### src/rtl/level_disp_pkg.sv
// Shared types and constants for the level display: FSM states, special
// segment patterns and the BCD width helper.
package level_disp_pkg;

    typedef enum logic [1:0] {IDLE, CONV, COMMIT} state_t;

    localparam logic [6:0] SEG_BLANK = 7'b1111111;
    localparam logic [6:0] SEG_DASH  = 7'b0111111;

    // ceil(w * log10(2)) in integer arithmetic (log10(2) ~= 0.30103)
    function automatic int bcd_digits(input int w);
        return (w * 30103 + 99999) / 100000;
    endfunction

endpackage

### src/rtl/seg7.sv
// BCD to seven-segment decoder, active-low, bit0=a .. bit6=g.
// Non-decimal codes decode to an unlit digit.
module seg7 (
    input  logic [3:0] bcd,
    output logic [6:0] leds
);

    always_comb begin
        case (bcd)
            4'd0:    leds = 7'b1000000;
            4'd1:    leds = 7'b1111001;
            4'd2:    leds = 7'b0100100;
            4'd3:    leds = 7'b0110000;
            4'd4:    leds = 7'b0011001;
            4'd5:    leds = 7'b0010010;
            4'd6:    leds = 7'b0000010;
            4'd7:    leds = 7'b1111000;
            4'd8:    leds = 7'b0000000;
            4'd9:    leds = 7'b0010000;
            default: leds = 7'b1111111;
        endcase
    end

endmodule

### src/rtl/level_hex_driver.sv
// Binary level to multi-digit seven-segment display: sequential double-dabble
// conversion, one-deep pending load, leading-zero blanking, overflow dashes, blink.
module level_hex_driver
    import level_disp_pkg::*;
#(
    parameter int LEVEL_W     = 8,
    parameter int NUM_DIGITS  = 3,
    parameter int BLINK_HALF  = 25000000,
    parameter int BLINK_TIMES = 3
) (
    input  logic                    clk,
    input  logic                    reset,
    input  logic [LEVEL_W-1:0]      level,
    input  logic                    load,
    input  logic                    blank_lz,
    input  logic                    blink_en,
    output logic [NUM_DIGITS*7-1:0] HEX,
    output logic                    busy,
    output logic                    done
);

    localparam int BCD_DIGITS = bcd_digits(LEVEL_W);
    localparam int BCD_W      = 4 * BCD_DIGITS;
    localparam int MAXD       = (NUM_DIGITS > BCD_DIGITS) ? NUM_DIGITS : BCD_DIGITS;
    localparam int CW         = (LEVEL_W > 1) ? $clog2(LEVEL_W) : 1;
    localparam int PW         = $clog2(2 * BLINK_TIMES + 1);
    localparam int BW         = $clog2(BLINK_HALF + 1);

    state_t                         r_state, w_next;
    logic [LEVEL_W-1:0]             r_bin;
    logic [BCD_W-1:0]               r_bcd;
    logic [CW-1:0]                  r_cnt;
    logic [LEVEL_W-1:0]             r_pend;
    logic                           r_pend_vld;
    logic [NUM_DIGITS-1:0][3:0]     r_dig;
    logic                           r_ovf;
    logic                           r_done;
    logic [PW-1:0]                  r_phase;
    logic [BW-1:0]                  r_bcnt;

    logic                           w_start;
    logic [LEVEL_W-1:0]             w_start_val;
    logic [BCD_W-1:0]               w_adj;
    logic                           w_unused_msb;
    logic [4*MAXD-1:0]              w_ext;
    logic                           w_ovf;
    logic [NUM_DIGITS-1:0]          w_lz;
    logic                           w_dark;
    logic [NUM_DIGITS-1:0][6:0]     w_seg;

    // State register
    always_ff @(posedge clk or negedge reset) begin
        if (!reset) r_state <= IDLE;
        else        r_state <= w_next;
    end

    // Next-state logic
    always_comb begin
        w_next = r_state;
        case (r_state)
            IDLE:    if (load) w_next = CONV;
            CONV:    if (r_cnt == CW'(LEVEL_W - 1)) w_next = COMMIT;
            COMMIT:  w_next = (r_pend_vld || load) ? CONV : IDLE;
            default: w_next = IDLE;
        endcase
    end

    // FSM outputs; a load in COMMIT is newer than any pending value, so it wins
    always_comb begin
        busy        = (r_state != IDLE) || r_pend_vld;
        w_start     = ((r_state == IDLE) && load) ||
                      ((r_state == COMMIT) && (r_pend_vld || load));
        w_start_val = load ? level : r_pend;
    end

    // Double-dabble adjust: add 3 to every nibble >= 5 before the shift
    always_comb begin
        w_adj = r_bcd;
        for (int i = 0; i < BCD_DIGITS; i++)
            if (r_bcd[i*4 +: 4] >= 4'd5) w_adj[i*4 +: 4] = r_bcd[i*4 +: 4] + 4'd3;
    end
    assign w_unused_msb = w_adj[BCD_W-1];
    assign w_ext        = (4 * MAXD)'(r_bcd);

    always_comb begin
        w_ovf = 1'b0;
        for (int i = NUM_DIGITS; i < MAXD; i++)
            if (w_ext[i*4 +: 4] != 4'd0) w_ovf = 1'b1;
    end

    always_ff @(posedge clk or negedge reset) begin
        if (!reset) begin
            r_bin      <= '0;
            r_bcd      <= '0;
            r_cnt      <= '0;
            r_pend     <= '0;
            r_pend_vld <= 1'b0;
            r_dig      <= '0;
            r_ovf      <= 1'b0;
            r_done     <= 1'b0;
        end else begin
            r_done <= (r_state == COMMIT);
            if (w_start) begin
                r_bin      <= w_start_val;
                r_bcd      <= '0;
                r_cnt      <= '0;
                r_pend_vld <= 1'b0;
            end else if (load && r_state != IDLE) begin
                r_pend     <= level;
                r_pend_vld <= 1'b1;
            end
            if (r_state == CONV) begin
                r_bcd <= {w_adj[BCD_W-2:0], r_bin[LEVEL_W-1]};
                r_bin <= {r_bin[LEVEL_W-2:0], 1'b0};
                r_cnt <= r_cnt + 1'b1;
            end
            if (r_state == COMMIT) begin
                for (int i = 0; i < NUM_DIGITS; i++) r_dig[i] <= w_ext[i*4 +: 4];
                r_ovf <= w_ovf;
            end
        end
    end

    // Blink timer: odd phases are dark, phase 0 is steady
    always_ff @(posedge clk or negedge reset) begin
        if (!reset) begin
            r_phase <= '0;
            r_bcnt  <= '0;
        end else if (r_state == COMMIT) begin
            r_phase <= blink_en ? PW'(2 * BLINK_TIMES) : '0;
            r_bcnt  <= '0;
        end else if (r_phase != '0) begin
            if (r_bcnt == BW'(BLINK_HALF - 1)) begin
                r_bcnt  <= '0;
                r_phase <= r_phase - 1'b1;
            end else begin
                r_bcnt <= r_bcnt + 1'b1;
            end
        end
    end

    assign done   = r_done;
    assign w_dark = blink_en && r_phase[0];

    // w_lz[i]: digit i and everything above it are zero
    always_comb begin
        logic v_all0;
        v_all0 = 1'b1;
        w_lz   = '0;
        for (int i = NUM_DIGITS - 1; i >= 0; i--) begin
            v_all0  = v_all0 && (r_dig[i] == 4'd0);
            w_lz[i] = v_all0;
        end
    end

    genvar g;
    generate
        for (g = 0; g < NUM_DIGITS; g++) begin : g_dig
            seg7 u_seg7 (.bcd(r_dig[g]), .leds(w_seg[g]));
            assign HEX[g*7 +: 7] = w_dark                         ? SEG_BLANK :
                                   r_ovf                          ? SEG_DASH  :
                                   (blank_lz && g > 0 && w_lz[g]) ? SEG_BLANK :
                                                                    w_seg[g];
        end
    endgenerate

endmodule

### config.mk
export PLATFORM = sky130hd
export DESIGN_NAME = level_hex_driver
export DESIGN_NICKNAME = d
export VERILOG_FILES = /design/src/rtl/level_disp_pkg.sv /design/src/rtl/seg7.sv /design/src/rtl/level_hex_driver.sv
export SDC_FILE = /design/constraint.sdc
export NUM_CORES = 1
export LEC_CHECK = 0
export ABC_AREA = 0
export CAP_MARGIN = 20
export CORE_MARGIN = 8
export CORE_UTILIZATION = 45
export DETAILED_ROUTE_END_ITERATION = 10
export GPL_ROUTABILITY_DRIVEN = 0
export PLACE_DENSITY = 0.71
export SYNTH_ARGS = -nofsm -noshare
export SYNTH_HDL_FRONTEND = slang
export SYNTH_HIERARCHICAL = 1
export SYNTH_SLANG_ARGS = --single-unit
### constraint.sdc
create_clock -name clk -period 2.4 [get_ports clk]
set_input_delay 0.48 -clock clk [delete_from_list [all_inputs] [get_ports clk]]
set_output_delay 0.48 -clock clk [all_outputs]
set_load 0.05 [all_outputs]
## After elaboration in Yosys (flattened, before gate mapping)

Memories as Yosys holds them, arrays and structs flattened.
Index checks and enable logic that the tools add are counted.
Widths: inputs -> output; s select.

| storage, ports and cells | value |
|---|---|
| word-level logic and storage cells | 81 |
| bits in read-only memories | 336 |
| memories kept | 3 |
| bits in registers | 75 |

| operators by class | value |
|---|---|
| bitwise operators | 1 |
| add/sub/neg operators | 6 |
| reduce and logical (&&, ||, !) cells | 22 |
| equal/unequal tests | 6 |
| $lt $le $gt $ge | 3 |
| multiplexer cells | 28 |

Memory list:

| name | depth | width | rd ports | clocked after Yosys merged registers in | wr ports | RTL line | RTL |
|---|---|---|---|---|---|---|---|
| (name not given) | 16 | 7 | 1 | 0 | 0 | seg7.sv:9 | `case (bcd)` |
| (name not given) | 16 | 7 | 1 | 0 | 0 | seg7.sv:9 |  |
| (name not given) | 16 | 7 | 1 | 0 | 0 | seg7.sv:9 |  |

Operator list:

| kind | count |
|---|---|
| $mux 25 | 3 |
| $mux 7 | 5 |
| $add 25x1->25 const B | 1 |
| $eq 25x25->1 const B | 1 |
| $mux 12 | 2 |
| $mux 8 | 3 |
| $mux 3 | 7 |
| $ge 4x3->1 const B | 3 |
| $reduce_bool 2->1 | 5 |
| $add 4x2->4 const B | 2 |
| $logic_not 4->1 | 2 |
| $mux 4 | 2 |
| $logic_and 1x1->1 | 7 |
| $pmux 2 s3 | 1 |
| $reduce_and 2->1 | 3 |
| $mux 2 | 2 |
| $ne 2x2->1 const B | 2 |
| $add 3x1->3 const B | 1 |
| $add 3x2->3 const B | 1 |
| $eq 3x3->1 const B | 1 |
| $logic_or 1x1->1 | 3 |
| $mux 1 | 3 |
| $reduce_bool 3->1 | 1 |
| $sub 3x1->3 const B | 1 |
| other kinds (4) | 4 |

## Logic depth before layout (Yosys ltp)

Gate-level depths: netlist of the first run.

| depth | value |
|---|---|
| depth after elaboration | 5 |
| gate-level depth with buffers | 8 |

## By module

Netlist of the first run, hierarchy kept.

By module, submodules not included:

| module | times used | cells each | area an instance (um2) |
|---|---|---|---|
| level_hex_driver | 1 | 422 | 4046.4 |
| seg7 | 3 | 33 | 210.2 |

## Worst setup path after synthesis of the first run

OpenSTA, ideal clock, no wires.

| path | value |
|---|---|
| path kind | reg2out |
| from | reg r_dig[5] (netlist bit) |
| to | out HEX[10] |
| buffers on the path | 0 |
| path slack | 0.350 ns |
| required time | 1.920 ns |
| cell stages (with the launch flop) | 4 |
| arrival | 1.570 ns |
| cell sequence | dfrtp_1 -> or4_1 -> o21ai_0 -> or2_2 |

| on the way | value |
|---|---|
| cells in the longest elaborated chain, start to end | 5 |
| elaborated cells between the ends (all ways) | 6 |
| classes of those cells | mux: 2; reduce/logical: 3; memory: 1 |

Ends and longest elaborated chain:

| what | RTL line | RTL |
|---|---|---|
| from (decl) | level_hex_driver.sv:35 | `logic [NUM_DIGITS-1:0][3:0] r_dig;` |
| from (signal assigned) | level_hex_driver.sv:98 | `r_dig <= '0;` |
| parallel branches: the longest is 3 deep, another holds $mem_v2 16x7 | - |  |
| $mux 7 * | level_hex_driver.sv:162 | `(blank_lz && g > 0 && w_lz[g]) ? SEG_BLANK :` |
| $mux 7 * | level_hex_driver.sv:160 | `assign HEX[g*7 +: 7] = w_dark ? SEG_BLANK :` |
| to (decl) | level_hex_driver.sv:17 | `output logic [NUM_DIGITS*7-1:0] HEX,` |

Every way passes the cells marked *.

==> impl_results.md, run 1 <==
- Total clock buffers created by CTS: 9
- Initial antenna violation count: 0
- Yosys warns: 6
- WL per Instance: 14.2 um
- Clock slew at reported path FFs: around 0.080 ns
- First-pass GRT wire length: between 15 and 20 mm
- Die Wd: 118 um
- Worst-Skew Late Latency: approximately 0.36 ns
- Synth cell count leaders: 75 x dfrtp_1, 69 x nand2_1, 45 x o21ai_0, 29 x nor2_1, 28 x a21oi_1
- Outcome: completed
- DRT iter0 DRCs: 243
- RSZ-0062 raised after global routing: true
- Fin util: 0.555
- All-Layer GR Usage: 0.146
- Count of input and output buffers: 35
- Core ar.: 10,200 um^2
- Largest family of logic cells by synthesized area: simple AND/OR/NAND/NOR gates
- Overflow after GRT: 0
- Register bit total from synthesis: 75
- H-Tree Depth: 3
- Fin Clk Skew: around 0.013 ns
- DP Wirelength: slightly above 7 mm
- Cells on worst reg2reg path: 7
- Most numerous cell in the Yosys netlist: dfrtp_1
- 1st-pass router iterations: 4
- Syn nets: 560
- P per Cell Area: 1490 nW/um^2
- Post-synthesis cell count: roughly 520
- Mux cell area share after synthesis: 0.0650
- VDD IR-drop max: 1.26 mV
- Synth Area in Simple Gates: 0.240
- Final Setup Violations: 0
- Largest net degree at the start of global routing: 50
- Worst Setup End Kind: output pin
- CTS tree: yes
- Post-synthesis compound-gate area fraction: 0.156
- Post-Syn Area: 4680 um^2
- Hold_buf cts: 0
- Grt met1 use: 0.184
- Max transition margin: 0.547
- Worst-margin pin slew: between 0.6 and 0.7 ns
- DIE AREA: 13,900 um^2
- Antenna Nets Post-Route: 0
- WS Path Type: register to output pin
- Fmax: 0.425 GHz
- Post-synthesis sequential area ratio: 0.401
- Initial Util: 0.457
- Drt via density: about 5.5
- Clock buffer depth: 2
- # Max-Cap Violations: 0
- Share of cells above drive strength 1: 0.217
- Crit Path Max Fanout: 4
- Met2 GRT Util: 0.237
- R2R Path Start: r_phase[0]
- Nets: 605
- Vias: between 3,000 and 4,000
- Synth Area in XOR/XNOR: 0.0187
- Tmin final: between 2 and 2.5 ns
- Slew Viols, Final: 0
- Post-DP Area: 5260 um^2
- Chip height: 118 um
- Num ports: 36
- Hold Fails Final Rpt: 0
- Count of cell types in the netlist: 51
- Dominant synthesized flop cell: dfrtp_1
- Number of synthesized flops with an enable pin: 0
- HP Class: input port to asynchronous set/reset pin
- Worst setup SP type: register
- Area growth, synth to finish: 21.4%
- Setup crit start: r_dig[9]
- CTS root buf: clkbuf_8
- Period Utilization, post-route: 0.980
- Lkg Pwr: 2.40 nW
- Avg Cell Area, Syn: ~9.0 um^2
- Synth area leaders: dfrtp_1 40%, ha_1 7.0%, nand2_1 5.5%
- Yosys top cell by area: dfrtp_1
- Num Clock Sinks: 75
- Required time of the critical path: 1.92 ns
- M3 GR Usage: 0.0321
- Area share of the largest cell type after synthesis: 0.401
- Reg2Reg Setup Slack: 0.19 ns
- Final instance area: approximately 5700 um^2
- Residual DRC count: 0
- Vias in the first global route: 3,739
- Detailed Route WL: around 10 mm
- Async SR Flop Fraction: 1.00
- Num rows: 37
- R2r endpoint: r_bcnt[22]
- ANT cells: 0
- Area share of fa/ha/maj cells after synthesis: 0.0696
- Total power: roughly 8.5 mW
- Critical path arrival: 1.87 ns
- Most Used Layer, Global Route: met2
==> cells in the final DEF (no fill, tap or decap), types with 3 or more instances in the layout <==
master	netlist	final
clkdlybuf4s50_1	0	12
dfrtp_2	0	6
buf_8	0	7
dfrtp_1	75	69
or2_2	14	7
nor4b_1	4	4
a32o_1	3	3
nand2b_1	27	26
ha_1	26	24
buf_12	0	8
nand3_1	10	10
clkbuf_8	0	10
nand2_1	69	69
a21oi_1	28	26
or2_4	0	7
o22ai_1	7	7
inv_2	0	3
buf_4	0	26
inv_1	24	20
mux2i_1	9	9
mux2_2	19	19
or2_1	3	3
a31oi_1	4	4
or3_1	10	10
xnor2_1	7	7
xor2_1	3	3
o31ai_1	14	14
o21ai_0	45	43
nor4_1	10	9
buf_6	4	7
nand4_1	8	8
a21oi_2	3	5
nor2_1	29	28
or4_1	11	10
==> sequential cells by signal (all words and copies together) (netlist names) <==
signal / flops
r_bcd: 12
r_bcnt: 25
done: 1
r_state: 2
r_phase: 3
r_pend: 8
r_cnt: 3
r_pend_vld: 1
r_dig: 12
r_bin: 8
==> layout make-up <==
type / instances / area [um^2]
fill: 890 / 4550
multi-input combinational: 394 / 2650
sequential: 75 / 1880
timing repair buffer: 62 / 677
tap: 136 / 170
clock buffer: 10 / 138
inverter: 24 / 92.6
clock inverter: 6 / 63.8
==> repair_timing <==
item / CTS / global route
gates cloned: 0 / 0
setup endpoints to repair: 12 / 18
pin swaps: 1 / 9
setup buffers: 3 / 3
gates resized for setup: 13 / 41
==> worst max-delay path, cell delays in order (launching register included) <==
cell	delay, ns
dfrtp_2	0.43
inv_4	0.07
ha_4	0.15
or2_1	0.24
a21oi_2	0.15
a31oi_1	0.05
or2_4	0.26
buf_8	0.15
==> where the power goes <==
group / leakage (nW) / internal (mW) / switching, mW
logic: 1.35 / 2.39 / 2.98
clock network: 0.0987 / 0.508 / 0.472
registers: 0.951 / 1.69 / 0.428
total: 2.40 / 4.58 / 3.88
==> stage by stage <==
stage          setup WS, ns  hold WS (ns)  instances  setup TNS, ns
5_1_grt             -0.0445         0.180        707         -0.260
4_1_cts            0.000761         0.161        704              0
3_5_place_dp         0.0840         0.472        685              0
6_report             0.0478         0.137        707              0
2_1_floorplan         0.350         0.184        521              0
3_3_place_gp          0.157         0.457        685              0
==> layer usage <==
layer  wire length [um]  vias up
li1                   -     1944
met1               4810     1839
met2               4700       65
met3                333       13
met4                188        0
met5                  0        -
==> how the worst max path moves through the flow <==
stage | to | slack, ns
finish | HEX[17] | 0.05
global route | HEX[13] | -0.04
CTS | HEX[7] | 0.0008
detailed placement | HEX[7] | 0.08
global placement | HEX[10] | 0.16
floorplan | HEX[10] | 0.35
==> logic make-up (layout without fill, tap and decap cells) <==
group / count (synthesis) / in the layout
DFF: 75 / 75
xor gates and xnor gates: 10 / 10
buffers and inverters: 52 / 102
muxes: 28 / 28
AOI/OAI and AO/OA: 119 / 119
and+or+nand+nor: 211 / 211
adders and majority gates: 26 / 26
Note: power is estimated with default switching activity, not from simulation.
==> run 2: changes to the inputs <==
--- a/config.mk
+++ b/config.mk
@@ -8,10 +8,11 @@
 export ABC_AREA = 0
 export CAP_MARGIN = 20
 export CORE_MARGIN = 8
-export CORE_UTILIZATION = 45
+export CORE_UTILIZATION = 59
+export CTS_CLUSTER_SIZE = 16
 export DETAILED_ROUTE_END_ITERATION = 10
 export GPL_ROUTABILITY_DRIVEN = 0
-export PLACE_DENSITY = 0.71
+export PLACE_DENSITY = 0.87
 export SYNTH_ARGS = -nofsm -noshare
 export SYNTH_HDL_FRONTEND = slang
 export SYNTH_HIERARCHICAL = 1
==> impl_results.md, run 2 (same netlist as run 1, synthesis figures left out) <==
- Overflow after GRT: 0
- Outcome: completed
- Most frequent cells in the layout: 69 x nand2_1, 69 x dfrtp_1, 43 x o21ai_0, 34 x buf_4, 29 x nor2_1
- Total negative slack: 0 ns
- Tmin final: 2.37 ns
- Max FFs per register: 25
- R2R Path Start: r_phase[0]
- DRT iter0 DRCs: 298
- Clock buffer depth: 2
- Worst Setup End Kind: output pin
- WS Path Type: register to output pin
- Chip height: 105 um
- Most flop-heavy register: r_bcnt
- Core ar.: 7690 um^2
- Fin util: 0.728
- First-pass GRT wire length: about 17 mm
- Hold Fails Final Rpt: 0
- Reg2Reg Setup Slack: 0.11 ns
- Total clock buffers created by CTS: 9
- Antenna Nets Post-Route: 0
- WL per Instance: 15.2 um
- Critical path arrival: roughly 1.9 ns
- Num Clock Sinks: 75
- Residual DRC count: 0
- ANT cells: 0
- CTS tree: yes
- Required time of the critical path: 1.92 ns
- Detailed Route WL: between 10 and 15 mm
- Worst setup SP type: register
- Vias in the first global route: 3,890
- Period Utilization, post-route: 0.989
- WHS: 0.148 ns
- Cells after DPL: 653
- H-Tree Depth: 3
- Setup ws final: 0.0260 ns
- Count of input and output buffers: 35
- Lkg Pwr: ~2.4 nW
- Final Setup Violations: 0
- Fill cells: 555
- R2r endpoint: r_bcnt[14]
- All-Layer GR Usage: 0.184
- Fmax: 0.421 GHz
- Slew Viols, Final: 0
- CTS root buf: clkbuf_8
- Nets: 610
- Num ports: 36
- Critical Path Sink: HEX[18]
- Num rows: 32
- DP Wirelength: 7.09 mm
- # Max-Cap Violations: 0
- Post-Layout Cell Count: a little under 700
- Fin Clk Skew: between 0.008 and 0.009 ns
- Initial antenna violation count: 0
- Final instance area: 5590 um^2
- Vias: 4,040
- Die Wd: 105 um
- Largest regs: r_bcnt: 25 flops, r_bcd: 12 flops, r_dig: 12 flops
- Pre-CTS setup slack: approximately 0.10 ns
- 1st-pass router iterations: 5
- Cells on worst reg2reg path: 8
- Hold_buf cts: 0
- Largest net degree at the start of global routing: 76
- Share of cells above drive strength 1: 0.224
- Clock slew at reported path FFs: 0.08 ns
- Post-DP Area: roughly 5200 um^2
- Area growth, synth to finish: 19.6%
- Total power: 8.29 mW
- VDD IR-drop max: around 0.66 mV
- Setup crit start: r_dig[8]
- Crit Path Max Fanout: 6
- HP Class: input port to asynchronous set/reset pin
- Worst-Skew Late Latency: 0.34 ns
- P per Cell Area: 1480 nW/um^2
- DIE AREA: 11,000 um^2
- Worst-margin pin slew: 0.534 ns
- Max transition margin: 0.634
- Drt via density: 5.96
- Initial Util: 0.608
-- run 2: what timing repair did --
action / 4_1_cts / 5_1_grt
hold endpoints to repair: 0 / 0
pin swaps: 0 / 3
buffers inserted: 4 / 5
gates resized for setup: 10 / 34
setup endpoints to repair: 13 / 17
-- run 2: final cells by class --
type	instances	area (um^2)	share of cell area
Sequential cell	75	1880	0.337
Tap cell	102	128	0.0228
Timing Repair Buffer	67	688	0.123
Multi-Input combinational cell	394	2630	0.471
Clock inverter	5	28.8	0.00514
Inverter	24	90.1	0.0161
Clock buffer	11	141	0.0253
-- run 2: worst min path at each step --
stage             start   endpoint  slack, ns  cells past startpoint
2_1_floorplan     reset       done       0.18                      0
3_3_place_gp   r_bin[6]   r_bin[7]       0.46                      2
4_1_cts           reset  r_bcnt[2]       0.17                      2
3_5_place_dp   r_bin[7]   r_bcd[0]       0.47                      2
5_1_grt           reset  r_bcnt[2]       0.18                      2
6_report          reset  r_bcnt[2]       0.15                      2
-- run 2: routing by layer --
layer | global-route usage | routed length, um | vias to the layer above
met2 | 0.299 | 4830 | 146
met3 | 0.0393 | 551 | 18
met4 | 0.0714 | 170 | 0
met5 | 0 | 0 | -
met1 | 0.233 | 4730 | 1930
li1 | - | - | 1946
-- run 2: critical path, stage by stage, from the launching register on --
cell and delay, ns:
dfrtp_2 0.45, inv_1 0.13, ha_1 0.21, nand2_1 0.06
o21ai_0 0.08, o21ai_0 0.13, or2_2 0.30, buf_4 0.19
-- run 2: power by group --
part	switching (mW)	leakage [nW]	total, mW	internal, mW
Sequential	0.430	0.951	2.12	1.69
Combinational	3.01	1.36	5.32	2.32
Clock	0.452	0.0928	0.850	0.399
Total	3.89	2.41	8.29	4.41
